## src/rtl/uart_fifo_pkg.sv

```systemverilog
// Shared sizing helpers and read-mode constants for the UART synchronous FIFO.
package uart_fifo_pkg;

    localparam int FWFT_OFF = 0;
    localparam int FWFT_ON  = 1;

    function automatic int addr_width(input int depth);
        return $clog2(depth + 1);
    endfunction

    function automatic int cnt_width(input int depth);
        return $clog2(depth + 1);
    endfunction

endpackage

```

## src/rtl/fifo_mod_ptr.sv

```systemverilog
// Modulo-DEPTH pointer with a wrap bit that toggles on every rollover.
module fifo_mod_ptr #(
    parameter int DEPTH = 50,
    parameter int AW    = 6
) (
    input  logic          clk_i,
    input  logic          rst_i,
    input  logic          clr_i,
    input  logic          inc_i,
    output logic [AW-1:0] addr_o,
    output logic          wrap_o
);

    always_ff @(posedge clk_i or posedge rst_i) begin
        if (rst_i) begin
            addr_o <= '0;
            wrap_o <= 1'b0;
        end else if (clr_i) begin
            addr_o <= '0;
            wrap_o <= 1'b0;
        end else if (inc_i) begin
            if (addr_o == AW'(DEPTH - 1)) begin
                addr_o <= '0;
                wrap_o <= ~wrap_o;
            end else begin
                addr_o <= addr_o + AW'(1);
            end
        end
    end

endmodule

```

## src/rtl/uart_sync_fifo.sv

```systemverilog
// Single-clock FIFO with arbitrary depth, level flags, sticky error flags and
// selectable standard / first-word-fall-through read.
module uart_sync_fifo
    import uart_fifo_pkg::*;
#(
    parameter int DATA_WIDTH = 8,
    parameter int FIFO_DEPTH = 50,
    parameter int AF_LEVEL   = FIFO_DEPTH - 2,
    parameter int AE_LEVEL   = 2,
    parameter int FWFT       = FWFT_OFF
) (
    input  logic                              clk_i,
    input  logic                              rst_i,
    input  logic                              flush_i,
    input  logic                              wren_i,
    input  logic [DATA_WIDTH-1:0]             wdata_i,
    input  logic                              rden_i,
    output logic [DATA_WIDTH-1:0]             rdata_o,
    output logic                              full_o,
    output logic                              empty_o,
    output logic                              almost_full_o,
    output logic                              almost_empty_o,
    output logic [cnt_width(FIFO_DEPTH)-1:0]  count_o,
    output logic                              overflow_o,
    output logic                              underflow_o
);

    localparam int ADDR_WIDTH = addr_width(FIFO_DEPTH);
    localparam int CNT_WIDTH  = cnt_width(FIFO_DEPTH);

    logic [DATA_WIDTH-1:0] mem [FIFO_DEPTH];
    logic [ADDR_WIDTH-1:0] waddr, raddr;
    logic                  wwrap, rwrap;
    logic                  rd_acc, wr_acc;

    always_comb begin
        full_o         = (waddr == raddr) && (wwrap != rwrap);
        empty_o        = (waddr == raddr) && (wwrap == rwrap);
        almost_full_o  = int'(count_o) >= AF_LEVEL;
        almost_empty_o = int'(count_o) <= AE_LEVEL;
    end

    // A full FIFO may still take a write when the same cycle drains a word.
    always_comb begin
        rd_acc = !flush_i && rden_i && !empty_o;
        wr_acc = !flush_i && wren_i && (!full_o || rd_acc);
    end

    fifo_mod_ptr #(.DEPTH(FIFO_DEPTH), .AW(ADDR_WIDTH)) u_wptr (
        .clk_i  (clk_i),
        .rst_i  (rst_i),
        .clr_i  (flush_i),
        .inc_i  (wr_acc),
        .addr_o (waddr),
        .wrap_o (wwrap)
    );

    fifo_mod_ptr #(.DEPTH(FIFO_DEPTH), .AW(ADDR_WIDTH)) u_rptr (
        .clk_i  (clk_i),
        .rst_i  (rst_i),
        .clr_i  (flush_i),
        .inc_i  (rd_acc),
        .addr_o (raddr),
        .wrap_o (rwrap)
    );

    always_ff @(posedge clk_i) begin
        if (wr_acc) begin
            mem[waddr] <= wdata_i;
        end
    end

    always_ff @(posedge clk_i or posedge rst_i) begin
        if (rst_i) begin
            count_o <= '0;
        end else if (flush_i) begin
            count_o <= '0;
        end else if (wr_acc && !rd_acc) begin
            count_o <= count_o + CNT_WIDTH'(1);
        end else if (rd_acc && !wr_acc) begin
            count_o <= count_o - CNT_WIDTH'(1);
        end
    end

    always_ff @(posedge clk_i or posedge rst_i) begin
        if (rst_i) begin
            overflow_o  <= 1'b0;
            underflow_o <= 1'b0;
        end else if (flush_i) begin
            overflow_o  <= 1'b0;
            underflow_o <= 1'b0;
        end else begin
            if (wren_i && full_o && !rd_acc) overflow_o <= 1'b1;
            if (rden_i && empty_o)           underflow_o <= 1'b1;
        end
    end

    generate
        if (FWFT == FWFT_ON) begin : g_fwft
            assign rdata_o = empty_o ? '0 : mem[raddr];
        end else begin : g_std
            always_ff @(posedge clk_i or posedge rst_i) begin
                if (rst_i) begin
                    rdata_o <= '0;
                end else if (rd_acc) begin
                    rdata_o <= mem[raddr];
                end
            end
        end
    endgenerate

endmodule

```

## config.mk

```make
export PLATFORM = sky130hd
export DESIGN_NAME = uart_sync_fifo
export DESIGN_NICKNAME = d
export VERILOG_FILES = /design/src/rtl/uart_fifo_pkg.sv /design/src/rtl/fifo_mod_ptr.sv /design/src/rtl/uart_sync_fifo.sv
export SDC_FILE = /design/constraint.sdc
export NUM_CORES = 1
export LEC_CHECK = 0
export ABC_AREA = 0
export CAP_MARGIN = 20
export CORE_ASPECT_RATIO = 1.75
export CORE_UTILIZATION = 50
export CTS_CLUSTER_DIAMETER = 200
export DETAILED_ROUTE_END_ITERATION = 7
export PLACE_DENSITY = 0.81
export SLEW_MARGIN = 25
export SYNTH_ARGS = -nofsm -noshare
export SYNTH_HDL_FRONTEND = slang
export SYNTH_SLANG_ARGS = --single-unit
```

## constraint.sdc

```tcl
create_clock -name clk_i -period 3 [get_ports clk_i]
set_input_delay 0.6 -clock clk_i [delete_from_list [all_inputs] [get_ports clk_i]]
set_output_delay 0.6 -clock clk_i [all_outputs]
set_load 0.05 [all_outputs]
```

# Yosys cells after proc, flatten, opt, wreduce, memory -nomap -nowiden
# Memory sizes are Yosys's and may differ from the RTL's. A register that Yosys moved wholly into a read port is not among the register bits.
# Index checks and enable logic that the tools add are counted.
totals:
  ff_bits: 22
  ram_bits: 400
  inputBits: 13
  output_inout_bits: 20
  elab_cells: 68
  mem_count: 1
memory_table:
  columns: ["memory", "words", "width", "rd", "rd_clocked_by_memory_dff", "write_ports", "line", "source"]
  rows:
  - ["mem", 50, 8, 1, 1, 1, "uart_sync_fifo.sv:31", "logic [DATA_WIDTH-1:0] mem [FIFO_DEPTH];"]
op_classes:
  n_addsub: 4
  order_cmp: 2
  n_eq_ne: 5
  mux: 21
  n_bitwise: 2
  reduce_logical: 26
op_table:
  columns: ["operator", "n"]
  rows:
  - ["2-to-1 mux 6 bit", 9]
  - ["adder 6 x 1 -> 6 bit, second input constant", 3]
  - ["== test 6 bit, second input constant", 2]
  - ["2-to-1 mux 1 bit", 12]
  - ["nonzero test 2 bit", 6]
  - ["logical AND 1 bit", 11]
  - ["== test 6 bit", 1]
  - ["greater-or-equal comparator 6 bit, second input constant", 1]
  - ["<= comparator 6 x 2 -> 1 bit, second input constant", 1]
  - ["subtractor 6 x 1 -> 6 bit, second input constant", 1]
  - ["logical NOT 1 bit", 5]
  - ["AND reduction 2 bit", 2]
  - ["nonzero test 3 bit", 1]
  - ["inverter 1 bit", 2]
  - ["== test 1 bit", 1]
  - ["logical OR 1 bit", 1]
  - ["inequality test 1 bit", 1]

# Longest topological paths before layout
# Gate-level depths: netlist of run 1.
depth:
  ltp_word: 11
  ltp_mapped: 14
  ltp_nobuf: 11

# By module
# Synthesis of run 1 repeated with hierarchy kept, for this count alone.
hier_totals:
  cells_unflattened: 966
  hier_area_um2: 17629.4
by_module_without_submodules:
  columns: ["module", "n_inst", "cells_per_inst", "area_each_um2", "seq_area_each_um2"]
  rows:
  - ["uart_sync_fifo", 1, 872, 16731.0, 12411.9]
  - ["fifo_mod_ptr", 2, 47, 449.2, 175.2]

# Worst setup path after synthesis of run 1
# No wires, ideal clock.
synth_timing:
  path_kind: "register to output"
  from: "register u_wptr.addr_o[1]"
  to: "output full_o"
  arrival_time_ns: 2.351
  required_time_ns: 2.400
  path_slack_ns: 0.049
  path_stages_with_launch: 5
  n_path_buf: 1
  path_cell_list: "dfrtp_1 > buf_2 > xnor2_1 > nand4_1 > nor4_1"
synth_between:
  elab_chain_cells: 2
synth_lines:
  columns: ["item", "line", "source"]
  rows:
  - ["start: declaration", "fifo_mod_ptr.sv:10", "output logic [AW-1:0] addr_o,"]
  - ["start signal: assignment", "fifo_mod_ptr.sv:26", "addr_o <= addr_o + AW'(1);"]
  - ["== test 6 bit", "uart_sync_fifo.sv:37", "full_o = (waddr == raddr) && (wwrap != rwrap);"]
  - ["logical AND 1 bit", "uart_sync_fifo.sv:37", null]
  - ["end: declaration", "uart_sync_fifo.sv:19", "output logic full_o,"]
# Every way passes these cells.

# Final worst setup path of run 1
layout_timing:
  from: "register u_rptr.addr_o[1]"
  to: "register count_o[4]"
layout_between:
  elab_chain_cells: 9
  word_cells_on_any_way: 15
  cone_classes: "eq/ne: 1; mux: 2; reduce/logical: 12"
layout_lines:
  columns: ["item", "line", "source"]
  rows:
  - ["start: declaration", "fifo_mod_ptr.sv:10", null]
  - ["start signal: assignment", "fifo_mod_ptr.sv:26", null]
  - ["== test 6 bit *", "uart_sync_fifo.sv:37, uart_sync_fifo.sv:38", null]
  - ["logical AND 1 bit", "uart_sync_fifo.sv:38", "empty_o = (waddr == raddr) && (wwrap == rwrap);"]
  - ["logical NOT 1 bit", "uart_sync_fifo.sv:45", "rd_acc = !flush_i && rden_i && !empty_o;"]
  - ["logical AND 1 bit", "uart_sync_fifo.sv:45", null]
  - ["logical OR 1 bit", "uart_sync_fifo.sv:46", "wr_acc = !flush_i && wren_i && (!full_o || rd_acc);"]
  - ["logical AND 1 bit", "uart_sync_fifo.sv:46", null]
  - ["logical AND 1 bit or logical NOT 1 bit (tied branches)", "uart_sync_fifo.sv:78, uart_sync_fifo.sv:80", null]
  - ["2-to-1 mux 6 bit or logical AND 1 bit (tied branches)", "uart_sync_fifo.sv:78, uart_sync_fifo.sv:80", null]
  - ["2-to-1 mux 6 bit or nonzero test 3 bit (tied branches)", null, null]
  - ["end signal: assignment", "uart_sync_fifo.sv:79", "count_o <= count_o + CNT_WIDTH'(1);"]
  - ["end signal: assignment", "uart_sync_fifo.sv:81", "count_o <= count_o - CNT_WIDTH'(1);"]
  - ["end: declaration", "uart_sync_fifo.sv:23", "output logic [cnt_width(FIFO_DEPTH)-1:0] count_o,"]
# Every way passes the cells marked *; elsewhere a longest branch is shown, timed or not.
# A chain may end at the register's enable or synchronous reset.

==> flow_summary.toml, run 1 <==
[status]
status = "finished clean"

[timing]
worst_slew_pin_slew_ns = 1.035
finalMaxSlewViolations = 0
whs_ns = 0.2842
max_slew_margin_pct = 31.00
finalHoldViolCount = 0
finalWorstPathRequiredPeriod_ns = 2.865
fin_crit_sh_pct = 95.51
rsz0062_at_grt = "false"
setup_viol = 0
fin_worst_skew_ns = 0.01447
fmax_ghz = 0.3490

[power_and_ir_drop]
p_clk_share_pct = 33.7
p_switching_mw = 3.363
powerDensity_nw_per_um2 = 660.2
power_leakage_nw = 6.452
switching_share_pct = 25.38
seq_power_share_pct = 51.1
peakVddDrop_mv = 0.3881
combPwrFrac_pct = 15.3
p_int_mw = 9.886

[synthesis]
yosysTopAreaCell = "edfxtp_1"
synth_edf_count = 400
yosys.cell_types.count = 70
ys_dominant_reg_cell = "edfxtp_1"
syn_inst = 972
syn_area_um2 = 17680
syn_avg_cell_area_um2 = 18.19
synth_warnings = 0
ys_ff_latch = 430
async_flop_share_pct = 6.977
synth.net_count = 994
synth.top_cell.area_share_pct = 67.93
yosys-top-cells-area = "edfxtp_1, mux4_2, dfrtp_1"
seq_area_frac_synth_pct = 72.18

[setup_path]
worstPathRequired_ns = 3.44
crit_arrival_ns = 3.31
start_kind = "flip-flop"
worstRegToRegCells = 10
crit_end = "count_o[4]"
cp_max_fo = 4
timing.rr.start = "u_rptr.addr_o[1]"
reg2reg_slack_ns = 0.13
crit_type = "reg -> reg"
cp-startpoint = "u_rptr.addr_o[1]"
r2r_end = "count_o[4]"
end_kind = "flip-flop"

[layout]
n_fill_cell = 2485
final_common_cell = "edfxtp_1"
areaGrowthSynthToFinish_pct = 13.49
post_route_cells_drive_above_1_share_pct = 23.17
diodes = 0
fin_nets = 1106
fin_util_pct = 57.86
layout_common_cells = "edfxtp_1, buf_4, nor2_1, mux4_2, nand2_1"

[die]
start_util_pct = 50.98
die_y_um = 250.8
row_count = 90
die-area_um2 = 36150
die_x_um = 144.2
core_region_area_um2 = 34680
ios = 33

[placed_design]
portBuffers = 32
gp_congestion = 0.8917
dp_hpwl_um = 26790

[routing]
drtIter0Drc = 950
vias_per_cell = 6.390
ant_nets = 0
wl_per_cell_um = 27.82
firstDrtPassIters = 5
route.final.wire_length_um = 43530
drc_errors = 0
vias = 10000

[min_path]
hold_class = "in -> async"

[global_route]
grt_max_degree = 88
antenna_found_initial = 0
grt_use_total_pct = 24.87
grt_pass1_wl_um = 64090
grt_pass1_vias = 10320
gr-total-overflow = 0

[clock_network]
path_clk_slew_ns = 0.07
cts_tree = "yes"
clock-root-buffer = "clkbuf_16"
clock_path_buffers = 3
insertion_delay_ns = 0.52
holdBufCountCts = 0
cts_made_buffers = 35
htreeDepth = 2
cts.sinks = 430

[flow_run]
maxCapViolCount = 0
power by group through the flow:
stage / Sequential, mW / Clock (mW) / Combinational, mW
6_report: 6.76 / 4.46 / 2.03
5_1_grt: 6.77 / 4.69 / 2.14
4_1_cts: 6.76 / 4.50 / 1.99
3_5_place_dp: 6.89 / 0 / 1.97
3_3_place_gp: 6.88 / 0 / 1.92
2_1_floorplan: 7.17 / 0 / 0.999
worst min path at each step:
stage                     to  slack (ns)
5_1_grt           count_o[4]        0.32
3_3_place_gp      rdata_o[7]        0.47
3_5_place_dp      rdata_o[1]        0.48
6_report          count_o[1]        0.28
2_1_floorplan  u_rptr.wrap_o        0.52
4_1_cts           count_o[4]        0.28
routing by layer:
layer / wire [µm] / GRT usage, % / vias up / share of wire, %
li1: - / - / 4148 / -
met1: 13680 / 27.36 / 5029 / 31
met2: 22940 / 43.64 / 650 / 53
met3: 3554 / 3.600 / 174 / 8.2
met4: 3355 / 17.23 / 0 / 7.7
met5: 0 / 0 / - / 0
synth_stat cells (4+ instances only):
master / count
nor3_1: 9
o22ai_1: 16
a31oi_1: 5
buf_2: 19
o21ai_1: 4
buf_6: 10
a22o_1: 4
or3_1: 13
a21oi_1: 18
mux4_2: 62
nor2_1: 68
mux2_2: 25
xnor2_1: 9
o22a_1: 4
edfxtp_1: 400
o21ai_0: 10
nand3_1: 14
a221o_1: 6
o211ai_1: 9
nand3b_1: 7
nand2b_1: 6
clkbuf_1: 14
nor4_1: 6
nand4_1: 5
nor2b_1: 8
mux4_1: 16
mux2i_1: 29
and3_1: 5
o21a_1: 5
ha_1: 8
buf_4: 7
a211oi_1: 10
inv_1: 12
dfrtp_1: 30
nand2_1: 41
final cells by class:
class	instances	area [µm²]	share of cell area [%]
Clock buffer	41	940.9	4.689
Clock inverter	17	135.1	0.6734
Inverter	13	48.80	0.2432
Multi-Input combinational cell	474	4522	22.53
Sequential cell	430	12770	63.64
Tap cell	460	575.6	2.868
Timing Repair Buffer	130	1075	5.356
cells by family (layout without fill, tap and decap cells):
kind of cell               after synthesis  after routing  share of synthesized area [%]
DFF                                    430            430                          72.18
and+or+nand+nor                        203            203                          5.880
muxes                                  132            132                          13.51
AOI/OAI and AO/OA                      118            118                          4.762
buffers and inverters                   68            201                          2.399
xor gates and xnor gates                12             12                         0.5944
adders and majority gates                9              9                         0.6793
sequential cells by signal, summed over array words and instances (netlist names):
| register | count |
|---|---|
| rdata_o | 8 |
| u_rptr.addr_o | 6 |
| overflow_o | 1 |
| mem | 400 |
| u_wptr.addr_o | 6 |
| underflow_o | 1 |
| u_wptr.wrap_o | 1 |
| u_rptr.wrap_o | 1 |
| count_o | 6 |
timing repair:
| action | CTS | global route |
|---|---|---|
| gates cloned | 0 | 0 |
| endpoints found under the setup margin | 1 | 2 |
| resized for setup | 1 | 7 |
| setup buffers | 0 | 0 |
stage by stage:
| stage | total power [mW] | std cells | worst slack (ns) | TNS (ns) | area, µm² |
|---|---|---|---|---|---|
| final | 13.25 | 1565 | 0.1348 | 0 | 20070 |
| after global routing | 13.59 | 1565 | 0.01411 | 0 | 20070 |
| after CTS | 13.25 | 1564 | 0.05215 | 0 | 20020 |
| after detailed placement | 8.862 | 1506 | -0.3224 | -0.4738 | 18940 |
| after global placement | 8.805 | 1506 | -0.1184 | -0.1642 | 18940 |
| after floorplan | 8.165 | 972 | 0.04890 | 0 | 17680 |
critical path, stage by stage (launching register included):
cell and delay [ns]:
dfrtp_4 0.50, xnor2_1 0.14, and4_2 0.27, a31oi_1 0.27, nand2_2 0.15, ha_1 0.32, nor2b_1 0.15, o21a_1 0.19
o21ai_0 0.19, or3b_2 0.48, mux2i_1 0.15
(Power assumes the default switching activity.)
==> run 2, diff against run 1 <==
--- a/config.mk
+++ b/config.mk
@@ -10,6 +10,7 @@
 export CORE_ASPECT_RATIO = 1.75
 export CORE_UTILIZATION = 50
 export CTS_CLUSTER_DIAMETER = 200
+export CTS_CLUSTER_SIZE = 12
 export DETAILED_ROUTE_END_ITERATION = 7
 export PLACE_DENSITY = 0.81
 export SLEW_MARGIN = 25
==> run 2 against run 1 <==
Setup slack lost 0.064 ns. Hold slack got worse by 0.018 ns. Cell count shrank 0.45%. Fmax decreased by 2.2%. Largest power group unchanged.
==> flow_summary.toml, run 2 (synthesis gave the netlist of run 1 again) <==
[setup_path]
crit_type = "reg -> reg"
end_kind = "flip-flop"
cp_max_fo = 84
crit_path_top_delay_cell = "mux4_1"
start_kind = "flip-flop"
max_stage_delay_ns = 0.70
crit_family = "multiplexers"
worstPathRequired_ns = 3.42
cp_cell_sequence = "buf_12, mux4_1, mux2_2, a211oi_1, o32a_1, o21ai_1"
crit_arrival_ns = 3.35
critPathBufInv = 1

[power_and_ir_drop]
peakVddDrop_mv = 0.3628
powerDensity_nw_per_um2 = 665.1
p_clk_share_pct = 34.4
switching_share_pct = 25.04
p_int_mw = 10.02
seq_power_share_pct = 50.6
power_leakage_nw = 6.469
p_switching_mw = 3.347
combPwrFrac_pct = 15.0

[clock_network]
cts.sinks = 430
cts_made_buffers = 41
clock-root-buffer = "clkbuf_16"
insertion_delay_ns = 0.54
holdBufCountCts = 0
clock_path_buffers = 3
path_clk_slew_ns = 0.06
cts_tree = "yes"
htreeDepth = 2

[global_route]
grt_use_total_pct = 24.94
gr-total-overflow = 0
grt_pass1_wl_um = 63800
grt_max_degree = 88
antenna_found_initial = 0
grt_pass1_vias = 10290

[timing]
setup_tns_ns = 0
max_slew_margin_pct = 25.22
setup_viol = 0
finalWorstPathRequiredPeriod_ns = 2.929
finalHoldViolCount = 0
fin_crit_sh_pct = 97.64
fin_worst_skew_ns = 0.01750
fmax_ghz = 0.3414
worst_slew_pin_slew_ns = 1.122
finalMaxSlewViolations = 0
rsz0062_at_grt = "false"
whs_ns = 0.2665

[routing]
wl_met3_um = 3155
vias = 10020
wl_met2_um = 23220
drc_errors = 0
ant_nets = 0
topRoutingLayerUsed = "met4"
firstDrtPassIters = 5
route.final.wire_length_um = 43520
wl_per_cell_um = 27.94
drtIter0Drc = 967
met1_length_um = 13800
vias_per_cell = 6.433

[die]
start_util_pct = 50.98
die_y_um = 250.8
die_x_um = 144.2
row_count = 90
ios = 33
die-area_um2 = 36150
core_region_area_um2 = 34680

[layout]
largest_register_ffs = 400
post_route_cells_drive_above_1_share_pct = 23.13
diodes = 0
layout_common_cells = "edfxtp_1, buf_4, nor2_1, mux4_2, clkbuf_16"
largest-register = "mem"
areaGrowthSynthToFinish_pct = 13.69
fin_nets = 1112
final_common_cell = "edfxtp_1"
reg_top3 = "mem: 400 flops, rdata_o: 8 flops"

[flow_run]
maxCapViolCount = 0

[status]
status = "finished clean"

[min_path]
hold_class = "in -> async"

[placed_design]
portBuffers = 32
dp_hpwl_um = 26790
gp_congestion = 0.8917
[run 2: cell types whose count changed in the layout (fill, tap and decap cells not counted)]
cell | previous run | this run
bufinv_16 | 2 | 0
clkinvlp_4 | 1 | 0
clkinv_4 | 1 | 0
clkbuf_16 | 37 | 43
clkinv_2 | 4 | 0
clkbuf_1 | 4 | 6
clkinv_1 | 9 | 2
[run 2: stage by stage]
stage / power [mW] / area [µm²] / setup slack, ns / utilization (%) / instances
floorplan: 8.165 / 17680 / 0.04890 / - / 972
global placement: 8.805 / 18940 / -0.1184 / 54.62 / 1506
detailed placement: 8.862 / 18940 / -0.3224 / 54.62 / 1506
CTS: 13.38 / 20050 / 0.05878 / 57.82 / 1557
global route: 13.73 / 20100 / 0.02299 / 57.96 / 1558
finish: 13.37 / 20100 / 0.07079 / 57.96 / 1558
[run 2: cell type report]
class / count / area [µm²]
fill: 2487 / 14580
sequential: 430 / 12770
multi-input combinational: 474 / 4522
clock buffer: 49 / 1099
timing repair buffer: 130 / 1075
tap: 460 / 575.6
inverter: 13 / 48.80
clock inverter: 2 / 12.51
[run 2: routing by layer]
metal / track usage (%) / vias up
met5: 0 / -
met4: 17.59 / 0
met3: 3.962 / 169
met2: 44.10 / 640
met1: 26.72 / 5069
li1: - / 4144
[run 2: worst paths after layout]
| kind | from | end | slack [ns] | cells after the start |
|---|---|---|---|---|
| setup / recovery | u_rptr.addr_o[0] | rdata_o[1] | 0.07 | 6 |
| hold / removal | rst_i | count_o[1] | 0.27 | 2 |
| setup reg to reg | u_rptr.addr_o[0] | rdata_o[1] | 0.07 | 6 |
| hold reg to reg | underflow_o | underflow_o | 0.50 | 2 |
| max in group asynchronous | rst_i | u_rptr.addr_o[3] | 2.11 | 3 |
| min in group clk_i | wdata_i[0] | mem[5][0] | 0.48 | 1 |
[run 2: power by group through the flow]
stage	Clock, mW	Sequential [mW]	Combinational [mW]
after floorplan	0	7.17	0.999
after global placement	0	6.88	1.92
after detailed placement	0	6.89	1.97
after CTS	4.64	6.77	1.97
after global routing	4.83	6.78	2.12
final	4.59	6.77	2.01
[run 2: what timing repair did]
action / in CTS / in global routing
gates cloned: 0 / 0
setup endpoints to repair: 1 / 2
resized for setup: 1 / 7
buffers inserted: 0 / 0
==> run 3, diff against run 2 <==
--- a/config.mk
+++ b/config.mk
@@ -13,6 +13,7 @@
 export CTS_CLUSTER_SIZE = 12
 export DETAILED_ROUTE_END_ITERATION = 7
 export PLACE_DENSITY = 0.81
+export SKIP_CTS_REPAIR_TIMING = 1
 export SLEW_MARGIN = 25
 export SYNTH_ARGS = -nofsm -noshare
 export SYNTH_HDL_FRONTEND = slang
==> run 3 against run 2 <==
Sequential cell count is the same. Hold slack hardly changed. Combinational power hardly changed. Cell count is the same. Sequential share of layout area barely moved. Critical path type unchanged. Critical endpoint unchanged.
==> flow_summary.toml, run 3 (synthesis gave the netlist of run 1 again) <==
[status]
status = "finished clean"

[global_route]
gr-total-overflow = 0
grt_pass1_vias = 10290
grt_use_total_pct = 24.94
grt_pass1_wl_um = 63800
grt_max_degree = 88
antenna_found_initial = 0

[routing]
met1_length_um = 13740
vias = 10030
wl_met2_um = 23220
drtIter0Drc = 967
drc_errors = 0
ant_nets = 0
wl_per_cell_um = 27.91
topRoutingLayerUsed = "met4"
wl_met3_um = 3161
route.final.wire_length_um = 43490
vias_per_cell = 6.435
firstDrtPassIters = 5

[clock_network]
htreeDepth = 2
insertion_delay_ns = 0.54
cts_tree = "yes"
clock-root-buffer = "clkbuf_16"
cts.sinks = 430
path_clk_slew_ns = 0.06
cts_made_buffers = 41
clock_path_buffers = 3

[layout]
diodes = 0
multiInputGateArea_um2 = 4522
final_common_cell = "edfxtp_1"
seqCellArea_um2 = 12770
largest-register = "mem"
reg_top3 = "mem: 400 flops, rdata_o: 8 flops"
layout_common_cells = "edfxtp_1, buf_4, nor2_1, mux4_2, clkbuf_16"
n_fill_cell = 2485
fin_nets = 1112
design_area_um2 = 20110
post_route_cells_drive_above_1_share_pct = 23.13
areaGrowthSynthToFinish_pct = 13.71
largest_register_ffs = 400

[die]
start_util_pct = 50.98
row_count = 90
ios = 33
die_x_um = 144.2
core_region_area_um2 = 34680
die-area_um2 = 36150
die_y_um = 250.8

[placed_design]
post_dp_cell_area_um2 = 18940
dp_hpwl_um = 26790
gp_congestion = 0.8917
portBuffers = 32

[timing]
setup_viol = 0
setup_tns_ns = 0
fin_worst_skew_ns = 0.01757
worst_slew_pin_slew_ns = 1.118
max_slew_margin_pct = 25.45
finalHoldViolCount = 0
rsz0062_at_grt = "false"
finalWorstPathRequiredPeriod_ns = 2.930
fmax_ghz = 0.3414
fin_crit_sh_pct = 97.65
whs_ns = 0.2660
finalMaxSlewViolations = 0

[setup_path]
worstRegToRegCells = 6
r2r_end = "rdata_o[1]"
start_kind = "flip-flop"
crit_arrival_ns = 3.35
crit_type = "reg -> reg"
worstPathRequired_ns = 3.42
reg2reg_slack_ns = 0.07
timing.rr.start = "u_rptr.addr_o[0]"
cp_max_fo = 84
cp-startpoint = "u_rptr.addr_o[0]"
end_kind = "flip-flop"

[flow_run]
maxCapViolCount = 0

[power_and_ir_drop]
total_power_mw = 13.38
peakVddDrop_mv = 0.3628
powerDensity_nw_per_um2 = 665.3
power_leakage_nw = 6.478

[min_path]
hold_class = "in -> async"
-- run 3: worst max-delay path by stage --
stage                                end  depth (start not counted)
after floorplan                   full_o                          4
after global placement        count_o[5]                         10
after detailed placement      count_o[5]                         10
after CTS                 almost_empty_o                          3
after global routing          rdata_o[4]                          8
final                         rdata_o[1]                          6
-- run 3: power breakdown --
part	leakage, nW	switching (mW)	internal [mW]	total (mW)
Sequential	3.99	0.105	6.67	6.77
Combinational	1.95	1.20	0.816	2.01
Clock	0.543	2.05	2.55	4.59
Total	6.48	3.35	10.0	13.4
-- run 3: metrics by stage --
step / std cells / setup slack (ns) / utilization [%]
after floorplan: 972 / 0.04890 / -
after global placement: 1506 / -0.1184 / 54.62
after detailed placement: 1506 / -0.3224 / 54.62
after CTS: 1557 / -0.04482 / 57.82
after global routing: 1558 / 0.02299 / 57.97
final: 1558 / 0.07046 / 57.97
-- run 3: final cells by class --
class | count | area share, %
inverters | 13 | 0.2427
flip-flops and latches | 430 | 63.52
clock buffers | 49 | 5.464
multi-input cells | 474 | 22.49
repair buffers | 130 | 5.364
well taps | 460 | 2.862
clock inverters | 2 | 0.06223
-- run 3: worst max-delay path, cell delays in order (launching register included) --
cell and delay (ns):
dfrtp_4 0.44, buf_12 0.39, mux4_1 0.70, mux2_2 0.31, a211oi_1 0.49, o32a_1 0.25
o21ai_1 0.06
-- run 3: metal layers --
metal  track usage (%)  vias to the layer above
li1                  -                     4146
met1             26.72                     5078
met2             44.10                      629
met3             3.962                      173
met4             17.59                        0
met5                 0                        -
